<file path="src/rtl/sysahb_sys_timer.sv">
// sysahb_sys_timer: AHB-lite system timer. It has a CNT_W-bit up-counter with a
// programmable prescaler and run/stop control, and NUM_CMP compare channels.
// Each compare channel raises a level interrupt when the count reaches its
// compare value. OKAY transfers complete with zero wait states. Unmapped or
// non-word accesses get a two-cycle ERROR response.
module sysahb_sys_timer #(
  parameter int CNT_W   = 64,
  parameter int NUM_CMP = 4,
  parameter int PRESC_W = 8
) (
  input  logic               sys_clk,
  input  logic               sys_resetn,
  input  logic               hsel,
  input  logic [31:0]        haddr,
  input  logic [1:0]         htrans,
  input  logic               hwrite,
  input  logic [2:0]         hsize,
  input  logic [31:0]        hwdata,
  output logic [31:0]        hrdata,
  output logic               hready,
  output logic               hresp,
  output logic [CNT_W-1:0]   sys_cnt,
  output logic [NUM_CMP-1:0] timer_int_vld
);

  localparam int HI_W = CNT_W - 32;

  typedef enum logic [1:0] {ST_IDLE, ST_ERR1, ST_ERR2} state_t;

  state_t               state_q, state_d;
  logic                 addr_acc, addr_err;
  logic                 dp_act_q, dp_wr_q;
  logic [7:0]           dp_addr_q;
  logic                 wr_en;
  logic                 en_q;
  logic [PRESC_W-1:0]   presc_q, pc_q;
  logic [CNT_W-1:0]     cnt_q;
  logic [NUM_CMP-1:0]   stat_q, int_en_q, int_vld_q, hit, w1c;
  logic [CNT_W-1:0]     cmp_q [NUM_CMP];
  logic [31:0]          rd_data;
  logic                 unused_bits;

  function automatic logic [7:0] cmp_lo_off(input int i);
    return 8'(32 + 8 * i);
  endfunction

  function automatic logic [7:0] cmp_hi_off(input int i);
    return 8'(36 + 8 * i);
  endfunction

  function automatic logic addr_mapped(input logic [7:0] a);
    logic ok;
    ok = (a == 8'h00) || (a == 8'h04) || (a == 8'h08) ||
         (a == 8'h0C) || (a == 8'h10);
    for (int i = 0; i < NUM_CMP; i++) begin
      if (a == cmp_lo_off(i) || a == cmp_hi_off(i)) ok = 1'b1;
    end
    return ok;
  endfunction

  // Only haddr[7:0] is decoded, and htrans[0] does not matter (NONSEQ and SEQ are treated alike).
  assign unused_bits = ^{haddr[31:8], htrans[0]};

  assign addr_acc = hsel & htrans[1] & hready;
  assign addr_err = !addr_mapped(haddr[7:0]) || (hsize != 3'b010);
  assign wr_en    = dp_act_q & dp_wr_q;

  // ERROR response: cycle 1 stalls (hready low), cycle 2 completes.
  assign hready = (state_q != ST_ERR1);
  assign hresp  = (state_q != ST_IDLE);

  // Bus response state register
  always_ff @(posedge sys_clk or negedge sys_resetn) begin
    if (!sys_resetn) state_q <= ST_IDLE;
    else             state_q <= state_d;
  end

  // Bus response next state; a new erroring address phase may follow ERR2 back-to-back
  always_comb begin
    state_d = ST_IDLE;
    case (state_q)
      ST_ERR1: state_d = ST_ERR2;
      default: state_d = (addr_acc && addr_err) ? ST_ERR1 : ST_IDLE;
    endcase
  end

  // Address phase capture; only OKAY transfers open a data phase
  always_ff @(posedge sys_clk or negedge sys_resetn) begin
    if (!sys_resetn) begin
      dp_act_q  <= 1'b0;
      dp_wr_q   <= 1'b0;
      dp_addr_q <= '0;
    end else begin
      dp_act_q <= addr_acc & ~addr_err;
      if (addr_acc) begin
        dp_wr_q   <= hwrite;
        dp_addr_q <= haddr[7:0];
      end
    end
  end

  // Prescaler and counter; bus writes to either counter half override the increment
  always_ff @(posedge sys_clk or negedge sys_resetn) begin
    if (!sys_resetn) begin
      en_q    <= 1'b0;
      presc_q <= '0;
      pc_q    <= '0;
      cnt_q   <= '0;
    end else begin
      if (en_q) begin
        if (pc_q == presc_q) begin
          pc_q  <= '0;
          cnt_q <= cnt_q + CNT_W'(1);
        end else begin
          pc_q  <= pc_q + PRESC_W'(1);
        end
      end
      if (wr_en && dp_addr_q == 8'h00) begin
        en_q    <= hwdata[0];
        presc_q <= hwdata[PRESC_W+7:8];
        pc_q    <= '0;
      end
      if (wr_en && dp_addr_q == 8'h04) cnt_q <= {cnt_q[CNT_W-1:32], hwdata};
      if (wr_en && dp_addr_q == 8'h08) cnt_q <= {hwdata[HI_W-1:0], cnt_q[31:0]};
    end
  end

  // Compare values and interrupt enables
  always_ff @(posedge sys_clk or negedge sys_resetn) begin
    if (!sys_resetn) begin
      int_en_q <= '0;
      for (int i = 0; i < NUM_CMP; i++) cmp_q[i] <= '0;
    end else if (wr_en) begin
      if (dp_addr_q == 8'h10) int_en_q <= hwdata[NUM_CMP-1:0];
      for (int i = 0; i < NUM_CMP; i++) begin
        if (dp_addr_q == cmp_lo_off(i)) cmp_q[i] <= {cmp_q[i][CNT_W-1:32], hwdata};
        if (dp_addr_q == cmp_hi_off(i)) cmp_q[i] <= {hwdata[HI_W-1:0], cmp_q[i][31:0]};
      end
    end
  end

  // Compare hits and write-1-to-clear mask
  always_comb begin
    hit = '0;
    w1c = '0;
    for (int i = 0; i < NUM_CMP; i++) hit[i] = (cnt_q >= cmp_q[i]);
    if (wr_en && dp_addr_q == 8'h0C) w1c = hwdata[NUM_CMP-1:0];
  end

  // Sticky status; a hit in the clearing cycle keeps the bit set. The interrupt is STAT & INT_EN, one register later.
  always_ff @(posedge sys_clk or negedge sys_resetn) begin
    if (!sys_resetn) begin
      stat_q    <= '0;
      int_vld_q <= '0;
    end else begin
      stat_q    <= hit | (stat_q & ~w1c);
      int_vld_q <= stat_q & int_en_q;
    end
  end

  // Read mux for the data phase; unimplemented bits read as zero
  always_comb begin
    rd_data = '0;
    case (dp_addr_q)
      8'h00: begin
        rd_data[0]           = en_q;
        rd_data[PRESC_W+7:8] = presc_q;
      end
      8'h04: rd_data = cnt_q[31:0];
      8'h08: rd_data[HI_W-1:0] = cnt_q[CNT_W-1:32];
      8'h0C: rd_data[NUM_CMP-1:0] = stat_q;
      8'h10: rd_data[NUM_CMP-1:0] = int_en_q;
      default: begin
        for (int i = 0; i < NUM_CMP; i++) begin
          if (dp_addr_q == cmp_lo_off(i)) rd_data = cmp_q[i][31:0];
          if (dp_addr_q == cmp_hi_off(i)) rd_data[HI_W-1:0] = cmp_q[i][CNT_W-1:32];
        end
      end
    endcase
  end

  assign hrdata        = (dp_act_q && !dp_wr_q) ? rd_data : 32'h0;
  assign sys_cnt       = cnt_q;
  assign timer_int_vld = int_vld_q;

endmodule

</file>
<file path="config.mk">
export PLATFORM = sky130hd
export DESIGN_NAME = sysahb_sys_timer
export DESIGN_NICKNAME = d
export VERILOG_FILES = /design/src/rtl/sysahb_sys_timer.sv
export SDC_FILE = /design/constraint.sdc
export NUM_CORES = 1
export LEC_CHECK = 0
export CELL_PAD_IN_SITES_DETAIL_PLACEMENT = 2
export CELL_PAD_IN_SITES_GLOBAL_PLACEMENT = 2
export CORE_ASPECT_RATIO = 0.9
export CORE_MARGIN = 5
export CORE_UTILIZATION = 37
export CTS_BUF_LIST = sky130_fd_sc_hd__clkbuf_16
export DETAILED_ROUTE_END_ITERATION = 8
export PLACE_DENSITY_LB_ADDON = 0.1
export SLEW_MARGIN = 30
export SYNTH_ARGS = -nofsm -noshare
export SYNTH_HDL_FRONTEND = slang
export SYNTH_SLANG_ARGS = --single-unit
</file>
<file path="constraint.sdc">
create_clock -name sys_clk -period 3.1 [get_ports sys_clk]
set_input_delay 0.465 -clock sys_clk [delete_from_list [all_inputs] [get_ports sys_clk]]
set_output_delay 0.465 -clock sys_clk [all_outputs]
set_load 0.005 [all_outputs]
</file>
# After elaboration in Yosys (flattened, before gate mapping)
# Index checks and enable logic that the tools add are counted.
# totals
input_bits	73
ram_bits	0
latch_bits	0
rom_bits	0
memories	0
elab_cells	143
output_inout_bits	102
reg_bits	361
# classes
addsub	2
n_reduce_logical	38
shifts	0
eq_ne	29
div_mod_pow	0
order_cmp	4
n_mux	36
n_bitwise	14
n_mul	0
# op_table
operator	n
$mux 64	8
$mux 32	13
$ge 64x64->1	4
$eq 8x6->1 const B	16
$add 64x1->64 const B	1
$pmux 16 s3	1
$eq 8x4->1 const B	4
$pmux 8 s4	1
$mux 8	3
$reduce_and 3->1	6
$eq 8x3->1 const B	2
$eq 8x5->1 const B	2
$logic_not 8->1	2
$pmux 3 s5	1
$pmux 4 s3	1
$reduce_bool 2->1	6
$reduce_and 2->1	5
$logic_or 1x1->1	9
$add 8x1->8 const B	1
$and 4x4->4	2
$eq 8x8->1	1
$logic_and 1x1->1	6
$not 1->1	6
$mux 1	5
12 further kinds	17

# Logic depth before layout (Yosys ltp)
# logic_depth
word_depth	14
depth_mapped	10

# Least setup slack after synthesis
# OpenSTA, ideal clock, no wires.
# synth_timing
kind	flip-flop to flip-flop
startpoint	reg cnt_q[9] (netlist: sys_cnt[9])
endpoint	reg cnt_q[50] (netlist: sys_cnt[50])
path_buffers	2
arrival_time_ps	2557
setup_slack_ps	416
required_ps	2974
stages_incl_launch_ff	10
setup_ps	126
cell_sequence	dfrtp_1 -> and4_4 -> and4_1 -> buf_6 -> nand4_4 -> or4_1 -> buf_6 -> or3_1 -> xor2_1 -> o21ai_2
# synth_via
elab_chain_len	5
# synth_rtl
item	line_no	text
start, declared	37	logic [CNT_W-1:0] cnt_q;
start signal, assigned	113	cnt_q <= cnt_q + CNT_W'(1);
start signal, assigned	123	if (wr_en && dp_addr_q == 8'h04) cnt_q <= {cnt_q[CNT_W-1:32], hwdata};
start signal, assigned	124	if (wr_en && dp_addr_q == 8'h08) cnt_q <= {hwdata[HI_W-1:0], cnt_q[31:0]};
$add 64x1->64	113	
$mux 64	111	if (pc_q == presc_q) begin
$mux 64	110	if (en_q) begin
$mux 64	123	
$mux 64	124	
# No other way between the ends. The select of a mux whose other input is x is not followed.
# A chain may end at the register's enable or synchronous reset.

# Worst setup path in the final report
# layout_timing
startpoint	reg dp_addr_q[3]
endpoint	out hrdata[9]
# layout_via
elab_chain_len	11
word_cells_on_any_way	24
# layout_rtl
item	line_no	text
start, declared	33	logic [7:0] dp_addr_q;
start signal, assigned	97	dp_addr_q <= haddr[7:0];
$eq 8x6->1	175	if (dp_addr_q == cmp_lo_off(i)) rd_data = cmp_q[i][31:0];
$mux 32	175	
$mux 32	176	if (dp_addr_q == cmp_hi_off(i)) rd_data[HI_W-1:0] = cmp_q[i][CNT_W-1:32];
$mux 32	175	
$mux 32	176	
$mux 32	175	
$mux 32	176	
$mux 32	175	
$mux 32	176	
$pmux 8 s4 *	164	case (dp_addr_q)
$mux 32 *	182	assign hrdata = (dp_act_q && !dp_wr_q) ? rd_data : 32'h0;
end, declared	19	output logic [31:0] hrdata,
# Mark *: on every way between the ends. The rest lies on a longest branch, timed or not.

==> flow_summary.ini <==
[status]
status = finished with violations
violations = negative setup slack

[final_layout]
register_area_um2 = 9040
multi_input_area_um2 = 14000
n_fill_cell = 6609
drive_above_1_share_pct = 22.7
fin_area_um2 = 31200
stdcell_count = 3950
layout_common_cells = nand2_1 (360), dfrtp_1 (353), o21ai_0 (316)
nets = 3396
final_common_cell = nand2_1
area_growth_pct = 33.0

[place]
portBuffers = 149
dp_cells = 3791
place_hpwl_mm = 87.2
place_area_um2 = 27700
gp_congestion = 0.985
pre_cts_ws_ps = -62.9

[global_route]
grt_pass1_wl_mm = 176
antenna_found_initial = 5
grt_pass1_vias = 26128
grt.total_usage_pct = 34.1
grt_max_degree = 88
overflow = 0

[floorplan]
io_pins = 175
die_height_um = 249
die_width_um = 275
start_util_pct = 37.4
core_um2 = 62700
die-area_um2 = 68500
rows = 87

[route]
drt-vias-per-instance = 6.21
dr.pass1.iters = 7
wirelength_mm = 125
drtIter0Drc = 2196
ant_nets = 0
drc = 0
vias = 24544
wl_per_cell_um = 31.7

[synthesis]
synth_nets = 3037
yosysWarnings = 0
synth-adder-area-share_pct = 13.8
synth-seq-cells = 361
synth_edf_count = 0
avgSynthCellArea_um2 = 8.66
muxShareOfSynthArea_pct = 3.48
synth-compound-area-share_pct = 19.3
yosys.area.top_type = dfrtp_1
netlist_area_um2 = 23400
synthCells = 2706
synth_top_cell_area_share_pct = 38.6
ys_top_cells_by_area = dfrtp_1 (39%), ha_1 (14%), o21ai_0 (7.5%)
yosysSeqAreaShare_pct = 38.6
synth_top_family_by_area = compound AO/OA/AOI/OAI gates
synthXorXnorAreaFrac_pct = 2.65
synth_simple_gate_area_share_pct = 15.2
ys_types = 66
ys_async_sr_fraction_pct = 100
ys.flop_type = dfrtp_1

[setup_path]
critPathMaxFanout = 6
worstSetupPathType = flip-flop to output port
crit_required_ps = 2630
worstSetupEndpointType = output port
r2r_slack_ps = -40
crit_arrival_ps = 3010
startpoint_type = flip-flop

[sta]
setup_viol = 33
min_period_over_period_pct = 112
maxSlewViolCount = 0
final-hold-violation-count = 0
holdWs_ps = 482
max_slew.worst_pin.slew_ps = 930
worst_slack_ps = -377
min_period_ps = 3480
slew_headroom_pct = 37.8
skew_ps = 33.1
max_freq_ghz = 0.288
rsz0062_at_grt = true

[power]
pwr_density_cell_nw_per_um2 = 416
ir_worst_vdd_mv = 0.355
p_leak_nw = 14.4

[clock_tree]
cts_num_sinks = 361
cts-root-buf = clkbuf_16
clock_path_buffers = 3
cts_tree = built
cts_buffers = 45
clock_insertion_delay_worst_skew_ps = 600
htree_levels = 2
clk_pin_slew_ps = 70

[worst_hold_path]
hp-class = primary input to flip-flop

[run]
drv_cap = 0
==> registers in the layout (all words and copies together), names as in the netlist <==
register / flops
presc_q: 8
dp_wr_q: 1
en_q: 1
dp_act_q: 1
sys_cnt: 64
pc_q: 8
state_q: 2
timer_int_vld: 4
cmp_q: 256
int_en_q: 4
dp_addr_q: 8
stat_q: 4
==> what timing repair did <==
action | CTS | global route
endpoints found under the hold margin | 32 | 0
pin swaps | 99 | 79
setup endpoints to repair | 34 | 36
setup buffers | 42 | 29
gates resized for setup | 358 | 130
cloned | 4 | 4
hold buffers | 1 | 0
==> worst paths after layout <==
path / from / end / cells after the start
max: dp_addr_q[3]$_DFFE_PN0P_ / hrdata[9] / 12
max reg2reg: dp_addr_q[7]$_DFFE_PN0P_ / stat_q[0]$_DFF_PN0_ / 10
min: hwrite / dp_wr_q$_DFFE_PN0P_ / 2
min in group asynchronous: sys_resetn / cmp_q[227]$_DFFE_PN0P_ / 2
max in group asynchronous: sys_resetn / sys_cnt[15]$_DFFE_PN0P_ / 3
min reg2reg: cmp_q[96]$_DFFE_PN0P_ / cmp_q[96]$_DFFE_PN0P_ / 1
==> critical path: stages, from the launching register on <==
cell and delay [ps]:
dfrtp_2 490, buf_6 160, nor2_2 220, nand2_4 160
buf_12 170, buf_4 180, o22ai_1 180, o21ai_1 110
o21ai_1 110, a31oi_1 70, a31oi_1 210, buf_4 200
buf_2 130
==> cells in the mapped netlist, types with 50 or more instances <==
cell	number
nor2_1	135
clkbuf_1	148
dfrtp_1	361
inv_1	271
nor3_1	52
o21ai_0	351
nand2_1	374
nand3_1	50
ha_1	258
mux2_2	60
a22oi_1	72
nand4_1	56
a21oi_1	95
==> cell families (layout without fill, tap and decap cells) <==
| group | Yosys count | count (layout) |
|---|---|---|
| AND/OR/NAND/NOR | 773 | 773 |
| multiplexers | 69 | 69 |
| buffers and inverters | 431 | 827 |
| XOR/XNOR | 71 | 71 |
| flip-flops | 361 | 361 |
| AO/OA/AOI/OAI | 743 | 743 |
| adder cells (fa/ha/maj) | 258 | 258 |
| other | 0 | 3 |
==> power breakdown <==
group          leakage [nW]  total [mW]  switching, mW  internal (mW)
Sequential             3.52        4.89          0.105           4.79
Combinational          10.1        2.57           1.52           1.05
Clock                 0.751        5.50           2.35           3.15
==> layer usage <==
layer	global-route usage [%]	share of wire, %
met1	48.0	43
met2	52.7	45
met3	6.42	8.3
met4	11.5	4.3
met5	0	0
==> metrics by stage <==
step | util [%] | power, mW | setup TNS [ps]
floorplan | - | 5.72 | 0
global route | 49.7 | 13.3 | -5490
CTS | 48.4 | 12.6 | -2630
finish | 49.7 | 13.0 | -5210
detailed placement | 44.1 | 6.75 | -149
global placement | 44.1 | 6.69 | -15.4
==> area by class of cell <==
class / count / area share [%]
diodes: 3 / 0.0241
clock buffers: 47 / 3.77
clock inverters: 37 / 0.935
inverters: 271 / 3.26
multi-input cells: 1914 / 44.9
flip-flops and latches: 361 / 29.0
well taps: 845 / 3.39
repair buffers: 472 / 14.7
(Power assumes the default switching activity.)
